## src/rtl/ackfifo_pkg.sv

```systemverilog
// Shared helpers for the ackfifo controller and its storage RAM.
// Latency: n/a (elaboration-time functions only).
// Backpressure: n/a.
// Contents: clog2, depth derivation from address bits, threshold range checks.
package ackfifo_pkg;

  // Ceiling log2, usable in parameter/localparam expressions.
  function automatic int clog2(input int value);
    int res;
    res = 0;
    while ((1 << res) < value) begin
      res = res + 1;
    end
    return res;
  endfunction

  // Number of RAM entries for a given number of address bits.
  function automatic int depth_of(input int rdepth);
    return 1 << rdepth;
  endfunction

  // afull threshold must lie in 1..DEPTH.
  function automatic bit af_thresh_ok(input int af_thresh, input int depth);
    return (af_thresh >= 1) && (af_thresh <= depth);
  endfunction

  // aempty threshold must lie in 0..DEPTH-1.
  function automatic bit ae_thresh_ok(input int ae_thresh, input int depth);
    return (ae_thresh >= 0) && (ae_thresh <= depth - 1);
  endfunction

endpackage : ackfifo_pkg

```

## src/rtl/ackfifo_sync_ram.sv

```systemverilog
// Simple dual-port storage RAM: one write port, one registered read port.
// Latency: read data appears one cycle after re; write visible to a read on the next edge.
// Backpressure: none; the controller guarantees it never reads an unwritten slot.
// Ports:
//   pos_rclk          clock (shared by both ports)
//   we, waddr, din    write port
//   re, raddr, dout   read port; dout holds when re is low, no reset so it maps to fabric RAM
module ackfifo_sync_ram
  import ackfifo_pkg::*;
#(
  parameter int DEPTH = 16,
  parameter int WIDTH = 10
) (
  input  logic                    pos_rclk,
  input  logic                    we,
  input  logic [clog2(DEPTH)-1:0] waddr,
  input  logic [WIDTH-1:0]        din,
  input  logic                    re,
  input  logic [clog2(DEPTH)-1:0] raddr,
  output logic [WIDTH-1:0]        dout
);

  logic [WIDTH-1:0] mem_q [DEPTH];
  logic [WIDTH-1:0] dout_q;

  always_ff @(posedge pos_rclk) begin
    if (we) begin
      mem_q[waddr] <= din;
    end
  end

  // Read-before-write is irrelevant here: the controller never reads and
  // writes the same slot in one cycle.
  always_ff @(posedge pos_rclk) begin
    if (re) begin
      dout_q <= mem_q[raddr];
    end
  end

  assign dout = dout_q;

endmodule : ackfifo_sync_ram

```

## src/rtl/ackfifo_sync_ctrl.sv

```systemverilog
// Single-clock FIFO controller + storage feeding the FWFT stage.
// Latency: fifo_dout valid one cycle after an accepted fifo_rd_en; flags/status exact the cycle after the edge.
// Backpressure: writes dropped when full (overflow pulse), reads dropped when empty (underflow pulse).
// Ports:
//   pos_rclk, aresetn                 clock, async active-low reset
//   wr_en, din                        write request and data
//   fifo_rd_en                        read request from the FWFT stage
//   fifo_dout, fifo_MEMRADDR          read data, RAM address of the next word to be read
//   fifo_empty, fifo_aempty           read-side flags (registered)
//   full, afull, count                write-side flags and occupancy
//   wr_ack, overflow, underflow       one-cycle status pulses about the previous cycle
module ackfifo_sync_ctrl
  import ackfifo_pkg::*;
#(
  parameter int RDEPTH    = 4,
  parameter int WIDTH     = 10,
  parameter int AF_THRESH = 14,
  parameter int AE_THRESH = 2
) (
  input  logic              pos_rclk,
  input  logic              aresetn,
  input  logic              wr_en,
  input  logic [WIDTH-1:0]  din,
  input  logic              fifo_rd_en,
  output logic [WIDTH-1:0]  fifo_dout,
  output logic              fifo_empty,
  output logic              fifo_aempty,
  output logic              full,
  output logic              afull,
  output logic              wr_ack,
  output logic              overflow,
  output logic              underflow,
  output logic [RDEPTH:0]   count,
  output logic [RDEPTH-1:0] fifo_MEMRADDR
);

  localparam int DEPTH = depth_of(RDEPTH);
  localparam int PW    = RDEPTH + 1;

  localparam logic [PW-1:0] DEPTH_C = PW'(DEPTH);
  localparam logic [PW-1:0] AF_C    = PW'(AF_THRESH);
  localparam logic [PW-1:0] AE_C    = PW'(AE_THRESH);

  // Elaboration-time parameter sanity.
  if (RDEPTH < 2) begin : g_bad_rdepth
    $error("ackfifo_sync_ctrl: RDEPTH must be >= 2");
  end
  if (!af_thresh_ok(AF_THRESH, DEPTH)) begin : g_bad_af
    $error("ackfifo_sync_ctrl: AF_THRESH out of range 1..DEPTH");
  end
  if (!ae_thresh_ok(AE_THRESH, DEPTH)) begin : g_bad_ae
    $error("ackfifo_sync_ctrl: AE_THRESH out of range 0..DEPTH-1");
  end

  // Pointers carry one extra wrap bit so full and empty are distinguishable.
  logic [PW-1:0] wptr_q, wptr_d;
  logic [PW-1:0] rptr_q, rptr_d;
  logic [PW-1:0] count_d;

  logic empty_q,     empty_d;
  logic aempty_q,    aempty_d;
  logic full_q,      full_d;
  logic afull_q,     afull_d;
  logic wr_ack_q,    wr_ack_d;
  logic overflow_q,  overflow_d;
  logic underflow_q, underflow_d;

  // Set by the first accepted read after reset; gates the unreset RAM output
  // so fifo_dout reads zero until real data has been fetched.
  logic dout_seen_q, dout_seen_d;

  logic             wr_ok;
  logic             rd_ok;
  logic [WIDTH-1:0] ram_dout;

  // Accept decisions depend on registered flags only, so there is no
  // combinational path from wr_en into the read side (no bypass).
  assign wr_ok = wr_en & ~full_q;
  assign rd_ok = fifo_rd_en & ~empty_q;

  always_comb begin
    wptr_d      = wptr_q + {{RDEPTH{1'b0}}, wr_ok};
    rptr_d      = rptr_q + {{RDEPTH{1'b0}}, rd_ok};
    count_d     = wptr_d - rptr_d;

    empty_d     = (count_d == '0);
    full_d      = (count_d == DEPTH_C);
    afull_d     = (count_d >= AF_C);
    aempty_d    = (count_d <= AE_C);

    wr_ack_d    = wr_ok;
    overflow_d  = wr_en & full_q;
    underflow_d = fifo_rd_en & empty_q;

    dout_seen_d = dout_seen_q | rd_ok;
  end

  always_ff @(posedge pos_rclk or negedge aresetn) begin
    if (!aresetn) begin
      wptr_q      <= '0;
      rptr_q      <= '0;
      empty_q     <= 1'b1;
      aempty_q    <= 1'b1;
      full_q      <= 1'b0;
      afull_q     <= 1'b0;
      wr_ack_q    <= 1'b0;
      overflow_q  <= 1'b0;
      underflow_q <= 1'b0;
      dout_seen_q <= 1'b0;
    end else begin
      wptr_q      <= wptr_d;
      rptr_q      <= rptr_d;
      empty_q     <= empty_d;
      aempty_q    <= aempty_d;
      full_q      <= full_d;
      afull_q     <= afull_d;
      wr_ack_q    <= wr_ack_d;
      overflow_q  <= overflow_d;
      underflow_q <= underflow_d;
      dout_seen_q <= dout_seen_d;
    end
  end

  ackfifo_sync_ram #(
    .DEPTH (DEPTH),
    .WIDTH (WIDTH)
  ) u_ram (
    .pos_rclk (pos_rclk),
    .we       (wr_ok),
    .waddr    (wptr_q[RDEPTH-1:0]),
    .din      (din),
    .re       (rd_ok),
    .raddr    (rptr_q[RDEPTH-1:0]),
    .dout     (ram_dout)
  );

  assign fifo_dout     = dout_seen_q ? ram_dout : '0;
  assign fifo_MEMRADDR = rptr_q[RDEPTH-1:0];
  assign count         = wptr_q - rptr_q;
  assign fifo_empty    = empty_q;
  assign fifo_aempty   = aempty_q;
  assign full          = full_q;
  assign afull         = afull_q;
  assign wr_ack        = wr_ack_q;
  assign overflow      = overflow_q;
  assign underflow     = underflow_q;

endmodule : ackfifo_sync_ctrl

```

## config.mk

```make
export PLATFORM = sky130hd
export DESIGN_NAME = ackfifo_sync_ctrl
export DESIGN_NICKNAME = d
export VERILOG_FILES = /design/src/rtl/ackfifo_pkg.sv /design/src/rtl/ackfifo_sync_ram.sv /design/src/rtl/ackfifo_sync_ctrl.sv
export SDC_FILE = /design/constraint.sdc
export NUM_CORES = 1
export LEC_CHECK = 0
export CAP_MARGIN = 20
export CORE_MARGIN = 1.5
export CORE_UTILIZATION = 54
export CTS_CLUSTER_SIZE = 16
export DETAILED_ROUTE_END_ITERATION = 10
export GPL_TIMING_DRIVEN = 1
export PLACE_DENSITY = 0.87
export SYNTH_ARGS = -nofsm -noshare
export SYNTH_HDL_FRONTEND = slang
export SYNTH_SLANG_ARGS = --single-unit
```

## constraint.sdc

```tcl
create_clock -name pos_rclk -period 2.8 [get_ports pos_rclk]
set_input_delay 0.42 -clock pos_rclk [delete_from_list [all_inputs] [get_ports pos_rclk]]
set_output_delay 0.42 -clock pos_rclk [all_outputs]
set_load 0.02 [all_outputs]
```

==> results of run 1 <==
## final cells by class
class                      count  area, sq um
inverter                      15        56.30
multi-input combinational    200         1981
timing repair buffer          68        616.8
fill                         871         4950
clock buffer                  18        429.2
sequential                   188         5562
clock inverter                11        115.1
tap                          180        225.2
## cell families after synthesis
family	count (synthesis)	share of synthesized area (%)
muxes	60	10.96
AOI/OAI and AO/OA	48	5.994
DFF	188	71.58
xor gates and xnor gates	16	1.901
buffers and inverters	37	3.206
and+or+nand+nor	63	4.077
adders and majority gates	13	2.288
## state kept, by name, indices dropped and copies added, names as in the netlist
register and cells:
afull 1, dout_seen_q 1, fifo_aempty 1, fifo_empty 1, full 1, overflow 1
rptr_q 5, u_ram.dout 10, u_ram.mem_q 160, underflow 1, wptr_q 5, wr_ack 1
## layout by cell type, fill, tap and decap left out, types with 2 or more instances in the layout
| master | netlist | layout |
|---|---|---|
| xnor2_2 | 1 | 2 |
| nor2_1 | 15 | 13 |
| dlygate4sd2_1 | 0 | 2 |
| clkdlybuf4s50_1 | 0 | 36 |
| edfxtp_1 | 170 | 170 |
| o21ai_0 | 10 | 10 |
| or2_2 | 2 | 2 |
| clkinv_4 | 0 | 2 |
| inv_6 | 0 | 2 |
| nor2_2 | 0 | 2 |
| ha_1 | 11 | 10 |
| mux4_2 | 20 | 20 |
| a221oi_1 | 2 | 2 |
| nand3_1 | 4 | 4 |
| mux2i_1 | 40 | 40 |
| dfrtp_1 | 16 | 15 |
| a21o_1 | 3 | 3 |
| a21oi_1 | 4 | 4 |
| clkbuf_16 | 0 | 17 |
| nand3b_1 | 3 | 3 |
| inv_8 | 0 | 2 |
| a221oi_2 | 18 | 18 |
| fa_1 | 2 | 2 |
| nor3_1 | 6 | 5 |
| clkinvlp_4 | 0 | 3 |
| inv_1 | 14 | 14 |
| buf_4 | 8 | 27 |
| xor2_1 | 4 | 4 |
| a22oi_1 | 9 | 9 |
| xnor2_1 | 11 | 10 |
| and2_1 | 14 | 14 |
| nor3_2 | 1 | 2 |
| dfstp_2 | 2 | 2 |
| nand2_1 | 15 | 15 |
## worst paths after layout
path                               to  startpoint  slack [ns]
max                          count[1]   rptr_q[0]         0.1
min reg2reg                  overflow        full        0.53
min in group pos_rclk        overflow        full        0.53
max reg2reg                fifo_empty   wptr_q[0]        0.17
max in group asynchronous   rptr_q[0]     aresetn        1.74
min                         wptr_q[4]     aresetn        0.47
## metal layers
metal	global-route usage, %	wire length, um	up-vias
met5	0	0	-
met4	9.593	320	0
met3	4.705	953	29
met2	35.87	7843	175
met1	28.61	6311	2129
li1	-	-	1786
## through the flow
step | area [sq um] | hold slack, ns
6_report | 8985 | 0.4668
5_1_grt | 8985 | 0.5364
4_1_cts | 8971 | 0.4837
3_5_place_dp | 8427 | 0.5048
3_3_place_gp | 8427 | 0.4990
2_1_floorplan | 7765 | 0.1244
## report_power, final
part / internal (W) / total [W] / switching (W)
clock network: 0.00123 / 0.00223 / 0.00100
logic: 0.00187 / 0.00436 / 0.00249
registers: 0.00355 / 0.00375 / 0.000201
total: 0.00664 / 0.0103 / 0.00370
## worst max-delay path: cells and delay by family (launching register included)
family                   cells  cell delay (ns)
flip-flops                   1             0.52
adder cells (fa/ha/maj)      2             0.68
buffers and inverters        2             0.66
==> metrics.txt, run 1 <==
drt total wl 15.43 mm; worst setup margin 0.09900 ns; WP data arrival approximately 2.3 ns; Hold-fix buffers, CTS 0; H-tree levels 4; Worst VDD drop 0.6550 mV; drt wl/cell 22.69 um; Total Power 0.01034 W; Final ANT Viol Nets 0; hpwl dp 9.906 mm; number of I/O port buffers 39; GR Overflow Total 0; share of cells above drive strength 1 22.20%; # diodes 0; largest net degree at the start of global routing between 50 and 60; Fin Clk Skew 0.007788 ns; critical path capture point type output port; final net count roughly 520; drt initial violations 477; Startpoint Class register; post-cts repair resize count 4; final setup violation count 0; Synth top area share 65.74%; Worst Hold Class in2async; synth warn 0; Post-synth top flop edfxtp_1; leading area contributor after synthesis edfxtp_1; dpl ws -0.2606 ns; slew margin rel. 46.12%; CTS tree yes; initial antenna violation count 0; min cycle time layout between 2 and 3 ns; root buf cell clkbuf_16; sequential-to-total area share from yosys stat ~72%; Max-Cap Viols 0; GRT Resource Usage Total 21.94%; final hold violation count 0; vias post-DR around 4,100; crit-path max cell delay 0.60 ns; RSZ-0062 raised after global routing false; Worst Max-Slew Pin Slew 0.8056 ns; total CTS buffers 17; post-CTS setup buffers 0; Distinct cells, synth 36; vias in the first global route between 4,000 and 5,000; pwr/cell area 1151 nW/um^2; Max Slew Vio Count 0; # rows 43; most common cell in the netlist edfxtp_1; Syn Inst Count 425; die width 122.9 um; clock buffer depth 2; Core ar. 13,930 sq um; LEAKAGE 3.186 nW; most common library cells after synthesis 170 x edfxtp_1, 40 x mux2i_1, 20 x mux4_2; clk slew on worst S/H paths 0.06 ns; WS Path Type reg2out; placed insts 651; period utilization 96.46%; Post-Syn Area 7765 sq um; syn nets 452; Post-synth EDFFs 170; Area Growth Syn to Fin 15.71%; status complete, no violations; crit path max fanout 5; Initial Utilization ~56%; synth top area cells edfxtp_1 66%, mux4_2 5.8%, dfrtp_1 5.2%; Ports 40; final cell count without fillers 680; DR DRC count 0; Worst-Skew Late Latency 0.42 ns; FF+latch count, synth 188; Avg Inst Size Synth 18.27 sq um; Max Clk Rate 0.3702 GHz; GPL Wtd Cong 0.8518; DRT Pass-1 Iters 7; critical path cell sequence ha_1, fa_1, inv_1, clkdlybuf4s50_1; slowest stage cell, crit path clkdlybuf4s50_1; Final Util 64.48%; CP required 2.38 ns; via-per-instance ratio ~6; worst r2r path cells 10; Setup TNS 0 ns; Total Die Area ~15,000 sq um; clk sinks between 150 and 200; asr flop ratio synth 9.574%; first-pass GRT wire length about 24 mm; Chip Height 122.9 um
Note: power is estimated with default switching activity, not from simulation.
==> run 2, diff against run 1 <==
--- a/config.mk
+++ b/config.mk
@@ -7,11 +7,11 @@
 export LEC_CHECK = 0
 export CAP_MARGIN = 20
 export CORE_MARGIN = 1.5
-export CORE_UTILIZATION = 54
+export CORE_UTILIZATION = 50
 export CTS_CLUSTER_SIZE = 16
 export DETAILED_ROUTE_END_ITERATION = 10
 export GPL_TIMING_DRIVEN = 1
-export PLACE_DENSITY = 0.87
+export PLACE_DENSITY = 0.82
 export SYNTH_ARGS = -nofsm -noshare
 export SYNTH_HDL_FRONTEND = slang
 export SYNTH_SLANG_ARGS = --single-unit
==> run 2 against run 1 <==
  * Global-route usage shrank 2.6 points
  * Setup slack improved by 0.042 ns
  * Power up 2.2%
  * Cell area up 0.91%
  * Combinational power about the same
  * Sequential share of layout area decreased by 0.53 points
  * Clock skew up 0.0011 ns
  * Non-clock buffer count is 2 higher
  * Count of clock-buffer cells in the layout stayed put
  * First-iteration DRC count fell by 25%
  * Core utilization down 4.8 points
  * Via count is 2.5% lower
  * Largest power group unchanged
  * Highest routed layer unchanged
==> metrics.txt, run 2 (synthesized netlist as in run 1, its figures left out) <==
number of I/O port buffers 39 (unchanged); Area Growth Syn to Fin 16.76% (was 15.71%); via-per-instance ratio 5.802 (was 6.057); # diodes 0 (unchanged); Max Clk Rate 0.3760 GHz (was 0.3702 GHz); reg2reg setup slack 0.18 ns (was 0.17 ns); vias in the first global route 4,146 (was 4,159); crit-path max cell delay 0.47 ns (was 0.60 ns); Fin Clk Skew 0.008937 ns (was 0.007788 ns); Max Slew Vio Count 0 (unchanged); final setup violation count 0 (unchanged); Largest register FFs 160 (unchanged); initial antenna violation count 0 (unchanged); Final ANT Viol Nets 0 (unchanged); Max-Cap Viols 0 (unchanged); clk slew on worst S/H paths 0.07 ns (was 0.06 ns); pwr/cell area 1165 nW/um^2 (was 1151 nW/um^2); reg-to-reg endpoint fifo_aempty (was fifo_empty); period utilization 94.98% (was 96.46%); most frequent cells in the layout 170 x edfxtp_1, 40 x mux2i_1, 35 x clkdlybuf4s50_1 (was 170 x edfxtp_1, 40 x mux2i_1, 36 x clkdlybuf4s50_1); largest net degree at the start of global routing 37 (was 54); total CTS buffers 17 (unchanged); worst setup margin 0.1406 ns (was 0.09900 ns); commonest non-fill, non-tap cell in the layout edfxtp_1 (unchanged); critical path cell sequence clkdlybuf4s50_1, nor2b_2, ha_1, ha_1, xor2_2, ha_1, a21oi_1, o21ai_0, xor2_1, or2_2, nor3_1 (was ha_1, fa_1, inv_1, clkdlybuf4s50_1); GRT Resource Usage Total 19.35% (was 21.94%); LEAKAGE 3.247 nW (was 3.186 nW); Most flops, register u_ram.mem_q (unchanged); drt wl/cell 21.65 um (was 22.69 um); Startpoint Class input pin (was register); Chip Height 127.6 um (was 122.9 um); root buf cell clkbuf_16 (unchanged); dpl ws -0.2540 ns (was -0.2606 ns); final hold violation count 0 (unchanged); drt initial violations 358 (was 477); # rows 45 (was 43); Ports 40 (unchanged); GPL Wtd Cong 0.8548 (was 0.8518); final net count 519 (was 517); CP required 3.14 ns (was 2.38 ns); WP data arrival 3.00 ns (was 2.28 ns); most frequent CP cell ha_1; GR Overflow Total 0 (unchanged); Worst VDD drop 0.5445 mV (was 0.6550 mV); RSZ-0062 raised after global routing false (unchanged); slew margin rel. 45.76% (was 46.12%); Initial Utilization 51.08% (was 55.72%); Core ar. 15,200 sq um (was 13,930 sq um); Total Die Area 16,290 sq um (was 15,110 sq um); hpwl dp 9.543 mm (was 9.906 mm); Worst Hold Class in2async (unchanged); clk sinks 188 (unchanged); Final Util 59.64% (was 64.48%); worst r2r path cells 10 (unchanged); min cycle time layout 2.659 ns (was 2.701 ns); Worst Max-Slew Pin Slew 0.8110 ns (was 0.8056 ns); critical path capture point type register (was output port); CTS tree yes (unchanged); Worst-Skew Late Latency 0.42 ns (about the same); drt total wl 14.98 mm (was 15.43 mm); die width 127.6 um (was 122.9 um); clock buffer depth 2 (unchanged); first-pass GRT wire length 23.15 mm (was 23.60 mm); status complete, no violations (unchanged); crit path max fanout 3 (was 5); vias post-DR 4,015 (was 4,119); Reg2Reg Launch Point fifo_empty (was wptr_q[0]); FILL cells 1,055 (was 871); slowest stage cell, crit path clkdlybuf4s50_1 (unchanged); DRT Pass-1 Iters 5 (was 7); DR DRC count 0 (unchanged); H-tree levels 4 (unchanged); share of cells above drive strength 1 23.02% (was 22.20%); WS Path Type in2reg (was reg2out)
==> run 2: where the power goes <==
group          leakage, nW  internal [W]  switching [W]
Sequential            1.75       0.00355       0.000188
Combinational         1.19       0.00187        0.00249
Clock                0.302       0.00143        0.00104
Total                 3.25       0.00685        0.00372
==> run 2: per-stage QoR <==
stage          setup TNS, ns  hold WS (ns)  power (W)  area, sq um  std cells
6_report                   0        0.4639    0.01056         9066        692
5_1_grt                    0        0.5313    0.01107         9066        692
4_1_cts                    0        0.4891    0.01058         9051        692
3_5_place_dp         -0.9422        0.5102   0.008087         8439        661
3_3_place_gp         -0.3203        0.5200   0.007900         8439        661
2_1_floorplan              0        0.1244   0.006830         7765        425
==> run 2: how the worst max path moves through the flow <==
stage | start | to | cells past startpoint
2_1_floorplan | fifo_rd_en | fifo_aempty | 10
3_3_place_gp | wr_en | fifo_aempty | 11
3_5_place_dp | wr_en | fifo_empty | 11
4_1_cts | wptr_q[1] | count[3] | 5
5_1_grt | fifo_empty | fifo_empty | 10
6_report | wr_en | fifo_aempty | 11
==> run 2: area by class of cell <==
cell class                      instances  area [sq um]  share of cell area (%)
Clock inverter                         13         182.7                   2.015
Clock buffer                           18         429.2                   4.734
Timing Repair Buffer                   70         621.8                   6.859
Inverter                               15         56.30                  0.6210
Multi-Input combinational cell        200          1977                   21.81
Sequential cell                       188          5564                   61.37
Tap cell                              188         235.2                   2.595
==> run 2: what timing repair did <==
| action | 4_1_cts | 5_1_grt |
|---|---|---|
| endpoints found under the setup margin | 3 | 7 |
| hold buffers | 0 | 0 |
| gates resized for setup | 4 | 8 |
| pin swaps | 0 | 0 |
| setup buffers | 0 | 0 |
| hold endpoints to repair | 0 | 0 |
==> run 2: per-layer routing <==
layer	vias to the layer above	part of all wire, %	GRT usage [%]
met2	167	50	31.26
met1	2025	41	25.65
met4	0	2.2	7.270
met5	-	0	0
met3	31	6.2	4.899
li1	1792	-	-
==> run 2: critical path: cells and delay by family <==
family	cells	cell delay, ns
and+or+nand+nor	3	0.75
adders and majority gates	3	0.71
buffers and inverters	1	0.47
xor gates and xnor gates	2	0.36
AOI/OAI and AO/OA	2	0.27
